[src/rtl/fetch_unit_if.sv]
// Bundle of the fetch stage's memory, decode-side and redirect signals.
// The master side is the fetch unit; the slave side is the memory/decode environment.
interface fetch_unit_if #(
    parameter int ADDR_W  = 32,
    parameter int INSTR_W = 32
);
    logic               imem_req_valid;
    logic [ADDR_W-1:0]  imem_req_addr;
    logic               imem_req_ready;
    logic [INSTR_W-1:0] imem_resp_data;

    logic               out_valid;
    logic [INSTR_W-1:0] out_instr;
    logic [ADDR_W-1:0]  out_pc;
    logic               out_ready;

    logic               redirect_valid;
    logic               redirect_mode;
    logic [ADDR_W-1:0]  redirect_addr;
    logic               misalign;

    modport master (
        output imem_req_valid, imem_req_addr,
        input  imem_req_ready, imem_resp_data,
        output out_valid, out_instr, out_pc,
        input  out_ready,
        input  redirect_valid, redirect_mode, redirect_addr,
        output misalign
    );

    modport slave (
        input  imem_req_valid, imem_req_addr,
        output imem_req_ready, imem_resp_data,
        input  out_valid, out_instr, out_pc,
        output out_ready,
        output redirect_valid, redirect_mode, redirect_addr,
        input  misalign
    );
endinterface

[src/rtl/fetch_unit.sv]
// Instruction fetch stage: PC generation, one-cycle-latency memory requests,
// an in-order prefetch buffer and absolute/relative redirects that flush everything.
module fetch_unit #(
    parameter int                ADDR_W       = 32,
    parameter int                INSTR_W      = 32,
    parameter logic [ADDR_W-1:0] RESET_VECTOR = '0,
    parameter int                PC_STEP      = 4,
    parameter int                DEPTH        = 2
) (
    input logic          clk,
    input logic          reset,
    fetch_unit_if.master bus
);
    localparam int PTR_W = (DEPTH > 1) ? $clog2(DEPTH) : 1;
    localparam int CNT_W = $clog2(DEPTH + 1);
    localparam logic [ADDR_W-1:0] STEP     = ADDR_W'(PC_STEP);
    localparam logic [ADDR_W-1:0] LOW_MASK = ADDR_W'(PC_STEP - 1);

    logic [ADDR_W-1:0]  fetch_pc;
    logic [ADDR_W-1:0]  inflight_pc;
    logic [ADDR_W-1:0]  last_pc;
    logic [INSTR_W-1:0] instr_q [DEPTH];
    logic [ADDR_W-1:0]  pc_q    [DEPTH];
    logic [PTR_W-1:0]   rd_ptr;
    logic [PTR_W-1:0]   wr_ptr;
    logic [CNT_W-1:0]   count;
    logic               inflight;
    logic               misalign_q;

    logic               pop;
    logic               push;
    logic               accept;
    logic [CNT_W:0]     credit;
    logic [ADDR_W-1:0]  base;
    logic [ADDR_W-1:0]  raw_target;
    logic [ADDR_W-1:0]  target;

    function automatic logic [PTR_W-1:0] next_ptr(input logic [PTR_W-1:0] p);
        return (p == PTR_W'(DEPTH - 1)) ? '0 : p + PTR_W'(1);
    endfunction

    assign bus.out_valid = (count != '0);
    assign bus.out_instr = instr_q[rd_ptr];
    assign bus.out_pc    = pc_q[rd_ptr];
    assign bus.misalign  = misalign_q;

    // A redirect swallows both the pop and the pending response in its cycle.
    assign pop    = bus.out_valid & bus.out_ready & ~bus.redirect_valid;
    assign push   = inflight & ~bus.redirect_valid;
    assign credit = {1'b0, count} - {{CNT_W{1'b0}}, pop} + {{CNT_W{1'b0}}, inflight};

    assign bus.imem_req_valid = ~bus.redirect_valid & (credit < (CNT_W + 1)'(DEPTH));
    assign bus.imem_req_addr  = fetch_pc;
    assign accept             = bus.imem_req_valid & bus.imem_req_ready;

    assign base       = bus.out_valid ? bus.out_pc : last_pc;
    assign raw_target = bus.redirect_mode ? (base + bus.redirect_addr) : bus.redirect_addr;
    assign target     = raw_target & ~LOW_MASK;

    always_ff @(posedge clk) begin
        if (push) begin
            instr_q[wr_ptr] <= bus.imem_resp_data;
            pc_q[wr_ptr]    <= inflight_pc;
        end
    end

    always_ff @(posedge clk or posedge reset) begin
        if (reset) begin
            fetch_pc    <= RESET_VECTOR;
            inflight_pc <= RESET_VECTOR;
            last_pc     <= RESET_VECTOR;
            rd_ptr      <= '0;
            wr_ptr      <= '0;
            count       <= '0;
            inflight    <= 1'b0;
            misalign_q  <= 1'b0;
        end else begin
            misalign_q <= bus.redirect_valid & (|(raw_target & LOW_MASK));
            if (bus.redirect_valid) begin
                fetch_pc <= target;
                rd_ptr   <= '0;
                wr_ptr   <= '0;
                count    <= '0;
                inflight <= 1'b0;
            end else begin
                inflight <= accept;
                if (accept) begin
                    fetch_pc    <= fetch_pc + STEP;
                    inflight_pc <= fetch_pc;
                end
                if (push) begin
                    wr_ptr <= next_ptr(wr_ptr);
                end
                if (pop) begin
                    rd_ptr  <= next_ptr(rd_ptr);
                    last_pc <= bus.out_pc;
                end
                if (push && !pop) begin
                    count <= count + CNT_W'(1);
                end else if (!push && pop) begin
                    count <= count - CNT_W'(1);
                end
            end
        end
    end
endmodule

[src/flat_wrapper.sv]
// flat-port wrapper written by rule: the top's interface ports become plain ports
module fetch_unit_flat 
#(
    parameter int                ADDR_W       = 32,
    parameter int                INSTR_W      = 32,
    parameter logic [ADDR_W-1:0] RESET_VECTOR = '0,
    parameter int                PC_STEP      = 4,
    parameter int                DEPTH        = 2
)
  (clk, reset, bus_imem_req_valid, bus_imem_req_addr, bus_imem_req_ready, bus_imem_resp_data, bus_out_valid, bus_out_instr, bus_out_pc, bus_out_ready, bus_redirect_valid, bus_redirect_mode, bus_redirect_addr, bus_misalign);
  fetch_unit_if #(.ADDR_W(ADDR_W), .INSTR_W(INSTR_W)) bus_i ();
  input logic clk;
  input logic reset;
  output wire logic [$bits(bus_i.imem_req_valid)-1:0] bus_imem_req_valid;
  output wire logic [$bits(bus_i.imem_req_addr)-1:0] bus_imem_req_addr;
  input wire logic [$bits(bus_i.imem_req_ready)-1:0] bus_imem_req_ready;
  input wire logic [$bits(bus_i.imem_resp_data)-1:0] bus_imem_resp_data;
  output wire logic [$bits(bus_i.out_valid)-1:0] bus_out_valid;
  output wire logic [$bits(bus_i.out_instr)-1:0] bus_out_instr;
  output wire logic [$bits(bus_i.out_pc)-1:0] bus_out_pc;
  input wire logic [$bits(bus_i.out_ready)-1:0] bus_out_ready;
  input wire logic [$bits(bus_i.redirect_valid)-1:0] bus_redirect_valid;
  input wire logic [$bits(bus_i.redirect_mode)-1:0] bus_redirect_mode;
  input wire logic [$bits(bus_i.redirect_addr)-1:0] bus_redirect_addr;
  output wire logic [$bits(bus_i.misalign)-1:0] bus_misalign;
  assign bus_imem_req_valid = bus_i.imem_req_valid;
  assign bus_imem_req_addr = bus_i.imem_req_addr;
  assign bus_i.imem_req_ready = bus_imem_req_ready;
  assign bus_i.imem_resp_data = bus_imem_resp_data;
  assign bus_out_valid = bus_i.out_valid;
  assign bus_out_instr = bus_i.out_instr;
  assign bus_out_pc = bus_i.out_pc;
  assign bus_i.out_ready = bus_out_ready;
  assign bus_i.redirect_valid = bus_redirect_valid;
  assign bus_i.redirect_mode = bus_redirect_mode;
  assign bus_i.redirect_addr = bus_redirect_addr;
  assign bus_misalign = bus_i.misalign;
  fetch_unit #(.ADDR_W(ADDR_W), .INSTR_W(INSTR_W), .RESET_VECTOR(RESET_VECTOR), .PC_STEP(PC_STEP), .DEPTH(DEPTH)) u_core (.clk(clk), .reset(reset), .bus(bus_i));
endmodule
[config.mk]
export PLATFORM = sky130hd
export DESIGN_NAME = fetch_unit_flat
export DESIGN_NICKNAME = d
export VERILOG_FILES = /design/src/rtl/fetch_unit_if.sv /design/src/rtl/fetch_unit.sv /design/src/flat_wrapper.sv
export SDC_FILE = /design/constraint.sdc
export NUM_CORES = 1
export LEC_CHECK = 0
export ABC_AREA = 0
export BUFFER_PORTS_ARGS = -buffer_cell sky130_fd_sc_hd__buf_2
export CORE_MARGIN = 2
export CORE_UTILIZATION = 45
export DETAILED_ROUTE_END_ITERATION = 7
export PLACE_DENSITY = 0.66
export SLEW_MARGIN = 20
export SYNTH_ARGS = -nofsm -noshare
export SYNTH_HDL_FRONTEND = slang
export SYNTH_SLANG_ARGS = --single-unit
[constraint.sdc]
create_clock -name clk -period 13.52 [get_ports clk]
set_clock_uncertainty 0.15 [all_clocks]
set_input_delay 2.028 -clock clk [delete_from_list [all_inputs] [get_ports clk]]
set_output_delay 2.028 -clock clk [all_outputs]
set_load 0.005 [all_outputs]
==> flow_summary.json, run 1 <==
{
  "p_leak_nw": 5.30,
  "diodes": 0,
  "critPathCaptureType": "output port",
  "worstPathCellList": "buf_2 -> nand2_1 -> nor2_4 -> buf_4 -> ha_1 -> nand2b_1 -> fa_1 -> xor2_1 -> nor3b_2 -> buf_2",
  "crit_required_ns": 11.34,
  "via_count": 7922,
  "port_buffers": 164,
  "reg2reg_slack_ns": 7.52,
  "dp_cells": 1442,
  "io_pins": 169,
  "final.period_utilization": 0.480,
  "fmax_mhz": 154,
  "drtIter0Drc": 741,
  "wl_per_cell_um": 17.6,
  "syn_avg_cell_area_um2": 10.9,
  "netlist_area_mm2": 0.0109,
  "slew_viol_final": 0,
  "cts_setup_buffers": 0,
  "crit_type": "in -> out",
  "crit_family": "buffers and inverters",
  "die_y_um": 159,
  "critPathMaxStageDelay_ns": 0.49,
  "synth_seq_cells": 220,
  "cts_max_level": 1,
  "yosys_warnings": 0,
  "hold_class": "reg -> reg",
  "crit_buf_inv": 3,
  "antenna_found_initial": 0,
  "tightest_slew_ns": 1.04,
  "drt_wl_total_um": 26000,
  "p_clk_frac": 0.275,
  "cts_buffer_depth": 3,
  "hold_viol_final": 0,
  "clkSlewWorstSetupHoldPaths_ns": 0.06,
  "status": "finished, final reports clean",
  "fin_crit_ns": 6.49,
  "detail_route.drc_violations": 0,
  "worstSetupPathDepth": 10,
  "die_x_um": 159,
  "relSlewSlack": 0.309,
  "area_growth_syn_to_layout_pct": 16.4,
  "slowest_stage": "buf_4",
  "p_switching_w": 0.000705,
  "rsz0062_at_grt": "no",
  "final_layout_size_suffix_gt1_frac": 0.219,
  "ctsRootBufferMaster": "clkbuf_16",
  "clock_latency_ns": 0.49,
  "internal-power_w": 0.00144,
  "p_per_area_mw_per_mm2": 169,
  "crit_path_end": "bus_imem_req_valid",
  "fillers": 2114,
  "grt_usage": 0.202,
  "rows": 56,
  "cp-start-kind": "input port",
  "fin_setup_tns_ns": 0,
  "cts-hold-fix-buffers": 0,
  "cts.sinks": 220,
  "final_area_mm2": 0.0127,
  "cp-startpoint": "bus_out_ready",
  "finalSetupViolations": 0,
  "start_util": 0.461,
  "cts_buffers": 22,
  "core_mm2": 0.0236,
  "switching_share": 0.329,
  "max-cap-violations": 0,
  "final_antenna_net_count": 0,
  "synth_edf_count": 124,
  "reg2reg_depth": 19,
  "gr-total-overflow": 0,
  "firstDrtPassIters": 7,
  "instances_no_fill": 1482,
  "async_reset_ff_frac": 0.436,
  "seq_area_frac_synth": 0.563,
  "gp_congestion": 0.895,
  "worstPathMaxFanout": 61,
  "grt_pass1_wl_um": 41300,
  "synth_ff_type": "edfxtp_1",
  "yosys.cell_types.count": 63,
  "combPwrFrac": 0.292,
  "r2r-end": "u_core.bus.imem_req_addr[25]",
  "cpMostUsedCell": "buf_2",
  "place_area_mm2": 0.0120,
  "finalNetCount": 1250,
  "cts_tree": "yes",
  "cts_resized": 0,
  "grt_max_degree": 64,
  "synth_cells": 1001,
  "pwr-share-seq": 0.433,
  "r2r-start": "u_core.count[1]",
  "dp_hpwl_um": 18300,
  "drt-vias-per-instance": 5.35,
  "die_area_mm2": 0.0254,
  "cp.arrival_ns": 4.31,
  "vdd_ir_drop_max_v": 0.0000798,
  "grt_pass1_vias": 7596
}
cell type report:
| class | count | area, um2 | area share |
|---|---|---|---|
| Clock buffer | 31 | 636 | 0.0502 |
| Clock inverter | 9 | 68.8 | 0.00543 |
| Inverter | 44 | 168 | 0.0132 |
| Multi-Input combinational cell | 688 | 4400 | 0.347 |
| Sequential cell | 220 | 6130 | 0.484 |
| Tap cell | 319 | 399 | 0.0315 |
| Timing Repair Buffer | 171 | 873 | 0.0689 |
state kept, by name, indices dropped and copies added (netlist names):
signal / count
u_core.instr_q: 64
u_core.bus.misalign: 1
u_core.inflight: 1
u_core.count: 2
u_core.inflight_pc: 30
u_core.pc_q: 60
u_core.rd_ptr: 1
u_core.last_pc: 30
u_core.wr_ptr: 1
u_core.bus.imem_req_addr: 30
Yosys cell counts, types with 6 or more instances:
| cell type | count | area, um2 |
|---|---|---|
| mux2_2 | 33 | 372 |
| o21bai_1 | 9 | 67.6 |
| o211ai_1 | 7 | 52.6 |
| ha_1 | 32 | 400 |
| o22ai_1 | 6 | 37.5 |
| nand2_1 | 131 | 492 |
| buf_4 | 6 | 45.0 |
| buf_1 | 8 | 30.0 |
| and3_1 | 16 | 100 |
| edfxtp_1 | 124 | 3720 |
| nand4_1 | 11 | 68.8 |
| xor2_1 | 14 | 123 |
| a21o_1 | 10 | 75.1 |
| xnor2_1 | 40 | 350 |
| inv_1 | 42 | 158 |
| nand3_1 | 17 | 85.1 |
| mux2i_1 | 44 | 440 |
| a31oi_1 | 10 | 62.6 |
| nor2_1 | 96 | 360 |
| a21oi_1 | 111 | 556 |
| dfrtp_1 | 96 | 2400 |
| o21ai_0 | 22 | 110 |
| and4_1 | 6 | 52.6 |
| clkbuf_1 | 38 | 143 |
power by group through the flow:
| stage | logic, W | registers, W | clock network (W) |
|---|---|---|---|
| 3_3_place_gp | 0.000609 | 0.000933 | 0 |
| 4_1_cts | 0.000624 | 0.000925 | 0.000599 |
| 5_1_grt | 0.000699 | 0.000940 | 0.000627 |
| 2_1_floorplan | 0.000448 | 0.000903 | 0 |
| 3_5_place_dp | 0.000620 | 0.000937 | 0 |
| 6_report | 0.000626 | 0.000927 | 0.000589 |
how the worst min path moves through the flow:
stage                                      start                  to  depth (start not counted)
after floorplan           u_core.inflight_pc[10]  u_core.pc_q[0][10]                          0
after global placement    u_core.inflight_pc[20]  u_core.pc_q[1][20]                          0
after detailed placement  u_core.inflight_pc[15]  u_core.pc_q[0][15]                          0
after CTS                 u_core.inflight_pc[15]  u_core.pc_q[1][15]                          0
after global routing      u_core.inflight_pc[15]  u_core.pc_q[0][15]                          0
final                      u_core.inflight_pc[4]   u_core.pc_q[0][4]                          0
per-layer routing:
layer,vias up,global-route usage,part of all wire,wire (um)
met5,-,0,0,0
met4,0,0.0421,0.014,374
met3,26,0.0279,0.052,1360
met2,219,0.322,0.46,11900
met1,3835,0.296,0.48,12400
li1,3842,-,-,-
logic make-up (layout without fill, tap and decap cells):
kind of cell,Yosys count,count (layout),share of synthesized area
AND/OR/NAND/NOR,305,305,0.124
flip-flops,220,220,0.563
AO/OA/AOI/OAI,214,214,0.121
buffers and inverters,97,255,0.0356
multiplexers,77,77,0.0746
XOR/XNOR,54,54,0.0435
adder cells (fa/ha/maj),33,33,0.0386
other,1,5,0.000345
metrics by stage:
| stage | hold WS (ns) | utilization | power [W] | setup WS (ns) |
|---|---|---|---|---|
| 6_report | 0.320 | 0.537 | 0.00214 | 7.03 |
| 5_1_grt | 0.326 | 0.537 | 0.00227 | 6.70 |
| 4_1_cts | 0.320 | 0.537 | 0.00215 | 7.00 |
| 3_5_place_dp | 0.306 | 0.507 | 0.00156 | 6.61 |
| 3_3_place_gp | 0.298 | 0.507 | 0.00154 | 6.80 |
| 2_1_floorplan | 0.292 | - | 0.00135 | 5.61 |
cell usage in the layout (no fill, tap or decap), types with 7 or more instances in the layout:
cell type	netlist	routed
o211ai_1	7	7
xnor2_1	40	40
dfrtp_1	96	95
clkbuf_16	0	23
mux2i_1	44	44
ha_1	32	32
and3_1	16	15
buf_2	1	164
o21ai_0	22	22
inv_1	42	41
nand4_1	11	11
xor2_1	14	14
nand3_1	17	17
nor2_1	96	95
buf_4	6	7
a21oi_1	111	111
edfxtp_1	124	124
a21o_1	10	10
nand2_1	131	131
a31oi_1	10	10
o21bai_1	9	9
mux2_2	33	33
No activity file was read; power rests on OpenSTA's default activity.
==> run 2, diff against run 1 <==
--- a/config.mk
+++ b/config.mk
@@ -5,12 +5,12 @@
 export SDC_FILE = /design/constraint.sdc
 export NUM_CORES = 1
 export LEC_CHECK = 0
-export ABC_AREA = 0
+export ABC_AREA = 1
 export BUFFER_PORTS_ARGS = -buffer_cell sky130_fd_sc_hd__buf_2
 export CORE_MARGIN = 2
 export CORE_UTILIZATION = 45
 export DETAILED_ROUTE_END_ITERATION = 7
-export PLACE_DENSITY = 0.66
+export PLACE_DENSITY = 0.65
 export SLEW_MARGIN = 20
 export SYNTH_ARGS = -nofsm -noshare
 export SYNTH_HDL_FRONTEND = slang
==> constraint.sdc (replaced) <==
create_clock -name clk -period 6 [get_ports clk]
set_clock_uncertainty 0.15 [all_clocks]
set_input_delay 0.9 -clock clk [delete_from_list [all_inputs] [get_ports clk]]
set_output_delay 0.9 -clock clk [all_outputs]
set_load 0.005 [all_outputs]
==> flow_summary.json, run 2 <==
{
  "status": "finished with violations",
  "gr-total-overflow": 0,
  "via_count": 10200,
  "p_leak_nw": 6.72,
  "gp_congestion": 1.01,
  "seq_area_frac_synth": 0.511,
  "clock_latency_ns": 0.51,
  "reg_top3": "u_core.instr_q (64), u_core.pc_q (60)",
  "reg2reg_slack_ns": 1.75,
  "start_util": 0.459,
  "firstDrtPassIters": 8,
  "synth.top_cell.area_share": 0.310,
  "cts_tree": "yes",
  "io_pins": 169,
  "worstPathCellList": "nor2_1 -> clkinv_1 -> buf_4 -> nand2_1 -> o21ai_0 -> ha_1 -> nand2_1 -> nor2_1 -> nand2_1 -> nor3_1 -> nand2_1 -> nand2_1 -> nand2_1 -> nand3_1 -> nand2_1 -> a21oi_1",
  "cp.arrival_ns": 4.54,
  "fin_crit_ns": 4.25,
  "crit_path_end": "u_core.bus.imem_req_addr[29]",
  "p_per_area_mw_per_mm2": 399,
  "crit_required_ns": 6.29,
  "synth_top_cell_by_area": "edfxtp_1",
  "drt_wl_total_um": 33200,
  "die_x_um": 167,
  "fillers": 2473,
  "slowest_stage": "clkinv_1",
  "diodes": 0,
  "drtIter0Drc": 811,
  "port_buffers": 164,
  "cts_setup_buffers": 0,
  "antenna_found_initial": 0,
  "rows": 59,
  "final_antenna_net_count": 0,
  "cts_buffer_depth": 3,
  "final_layout_size_suffix_gt1_frac": 0.148,
  "cp-startpoint": "u_core.count[1]",
  "finalSetupViolations": 0,
  "r2r-end": "u_core.bus.imem_req_addr[29]",
  "final.period_utilization": 0.709,
  "synth_edf_count": 124,
  "r2r-start": "u_core.count[1]",
  "final_cell_mix": "nand2_1, inv_1, buf_2",
  "cpMostUsedCell": "nand2_1",
  "slew_viol_final": 0,
  "async_reset_ff_frac": 0.436,
  "cts.sinks": 220,
  "grt_usage": 0.235,
  "wl_per_cell_um": 16.5,
  "tightest_slew_ns": 1.07,
  "detail_route.drc_violations": 20,
  "vdd_ir_drop_max_v": 0.000190,
  "drt-vias-per-instance": 5.09,
  "synth_ff_type": "edfxtp_1",
  "hold_class": "reg -> reg",
  "final_area_mm2": 0.0139,
  "top_register": "u_core.instr_q",
  "cts_resized": 0,
  "synth_cells": 1509,
  "syn_avg_cell_area_um2": 7.95,
  "cp-start-kind": "flop",
  "core_mm2": 0.0261,
  "grt_max_degree": 65,
  "clkSlewWorstSetupHoldPaths_ns": 0.06,
  "final_common_cell": "nand2_1",
  "cts_buffers": 23,
  "cts-hold-fix-buffers": 0,
  "yosys_warnings": 0,
  "hold_viol_final": 0,
  "netlist_area_mm2": 0.0120,
  "cts_max_level": 1,
  "crit_type": "reg -> reg",
  "relSlewSlack": 0.283,
  "grt_pass1_vias": 9345,
  "place_area_mm2": 0.0131,
  "dp_hpwl_um": 24400,
  "die_y_um": 167,
  "die_area_mm2": 0.0280,
  "violations": "DRC",
  "fmax_mhz": 235,
  "finalNetCount": 1763,
  "rsz0062_at_grt": "no",
  "largest_reg_flops": 64,
  "yosys-top-cells-count": "nand2_1, inv_1, nor2_1, edfxtp_1, dfrtp_1",
  "yosysMostFrequentCell": "nand2_1",
  "reg2reg_depth": 16,
  "area_growth_syn_to_layout_pct": 15.7,
  "worstPathMaxFanout": 39,
  "fin_setup_tns_ns": 0,
  "grt_pass1_wl_um": 51600,
  "critPathMaxStageDelay_ns": 0.88,
  "ctsRootBufferMaster": "clkbuf_16",
  "max-cap-violations": 0,
  "ff_latch_area_mm2": 0.00613,
  "synthTopCellsByArea": "edfxtp_1, dfrtp_1, nand2_1",
  "multi_input_area_mm2": 0.00500,
  "yosys.cell_types.count": 50,
  "critPathCaptureType": "flop",
  "synth_seq_cells": 220
}
## run 2: cell count changes after synthesis, sizes merged, moves of 33 or more
cell	previous run	this run
nand2	132	562
a21oi	115	51
xnor2	40	1
mux2i	44	0
inv	44	175
o21ai	26	109
nand3	17	67
nor2	96	147
mux2	33	0
## run 2: cell type report
| cell class | count | share of cell area |
|---|---|---|
| inverters | 178 | 0.0484 |
| clock inverters | 15 | 0.0112 |
| flip-flops and latches | 220 | 0.442 |
| well taps | 335 | 0.0302 |
| clock buffers | 26 | 0.0430 |
| repair buffers | 175 | 0.0651 |
| multi-input cells | 1062 | 0.361 |
## run 2: worst min-delay path by stage
stage | startpoint | endpoint | slack (ns) | depth (start not counted)
final | u_core.inflight_pc[17] | u_core.pc_q[0][17] | 0.31 | 0
after global routing | u_core.inflight_pc[2] | u_core.pc_q[1][2] | 0.33 | 0
after CTS | u_core.inflight_pc[23] | u_core.pc_q[1][23] | 0.32 | 0
after detailed placement | u_core.inflight_pc[23] | u_core.pc_q[1][23] | 0.30 | 0
after global placement | u_core.inflight_pc[2] | u_core.pc_q[0][2] | 0.30 | 0
after floorplan | u_core.inflight_pc[10] | u_core.pc_q[0][10] | 0.29 | 0
## run 2: through the flow
step	instances	total power [W]	hold WS, ns	setup slack [ns]	util
after global placement	1970	0.00407	0.297	1.87	0.502
after floorplan	1513	0.00345	0.292	1.47	-
after global routing	2011	0.00590	0.332	1.38	0.531
after detailed placement	1970	0.00410	0.302	1.89	0.502
after CTS	2011	0.00553	0.316	1.89	0.531
final	2011	0.00553	0.314	1.75	0.531
## run 2: routing by layer
metal | vias up | global-route usage | wire length (um)
li1 | 5141 | - | -
met1 | 4659 | 0.353 | 15700
met2 | 377 | 0.359 | 14200
met3 | 52 | 0.0300 | 2460
met4 | 0 | 0.0624 | 797
met5 | - | 0 | 0
## run 2: worst max-delay path: cells and delay by family (launching register included)
| kind | cells | cell delay, ns |
|---|---|---|
| buf+inv | 2 | 1.37 |
| flops | 1 | 0.43 |
| compound gates | 2 | 0.32 |
| fa+ha+maj | 1 | 0.45 |
| simple gates | 11 | 1.44 |
## run 2: report_power, final
part	internal, W	total (W)	switching [W]
combinational	0.000657	0.00197	0.00132
sequential	0.00193	0.00213	0.000202
clock	0.000845	0.00143	0.000583
total	0.00343	0.00553	0.00210
## run 2: cell families after synthesis
group	count (synthesis)	synth area share
xor+xnor	19	0.0139
flops	220	0.511
simple gates	816	0.280
fa+ha+maj	33	0.0350
buf+inv	231	0.0753
compound gates	189	0.0849
other cells	1	0.000313
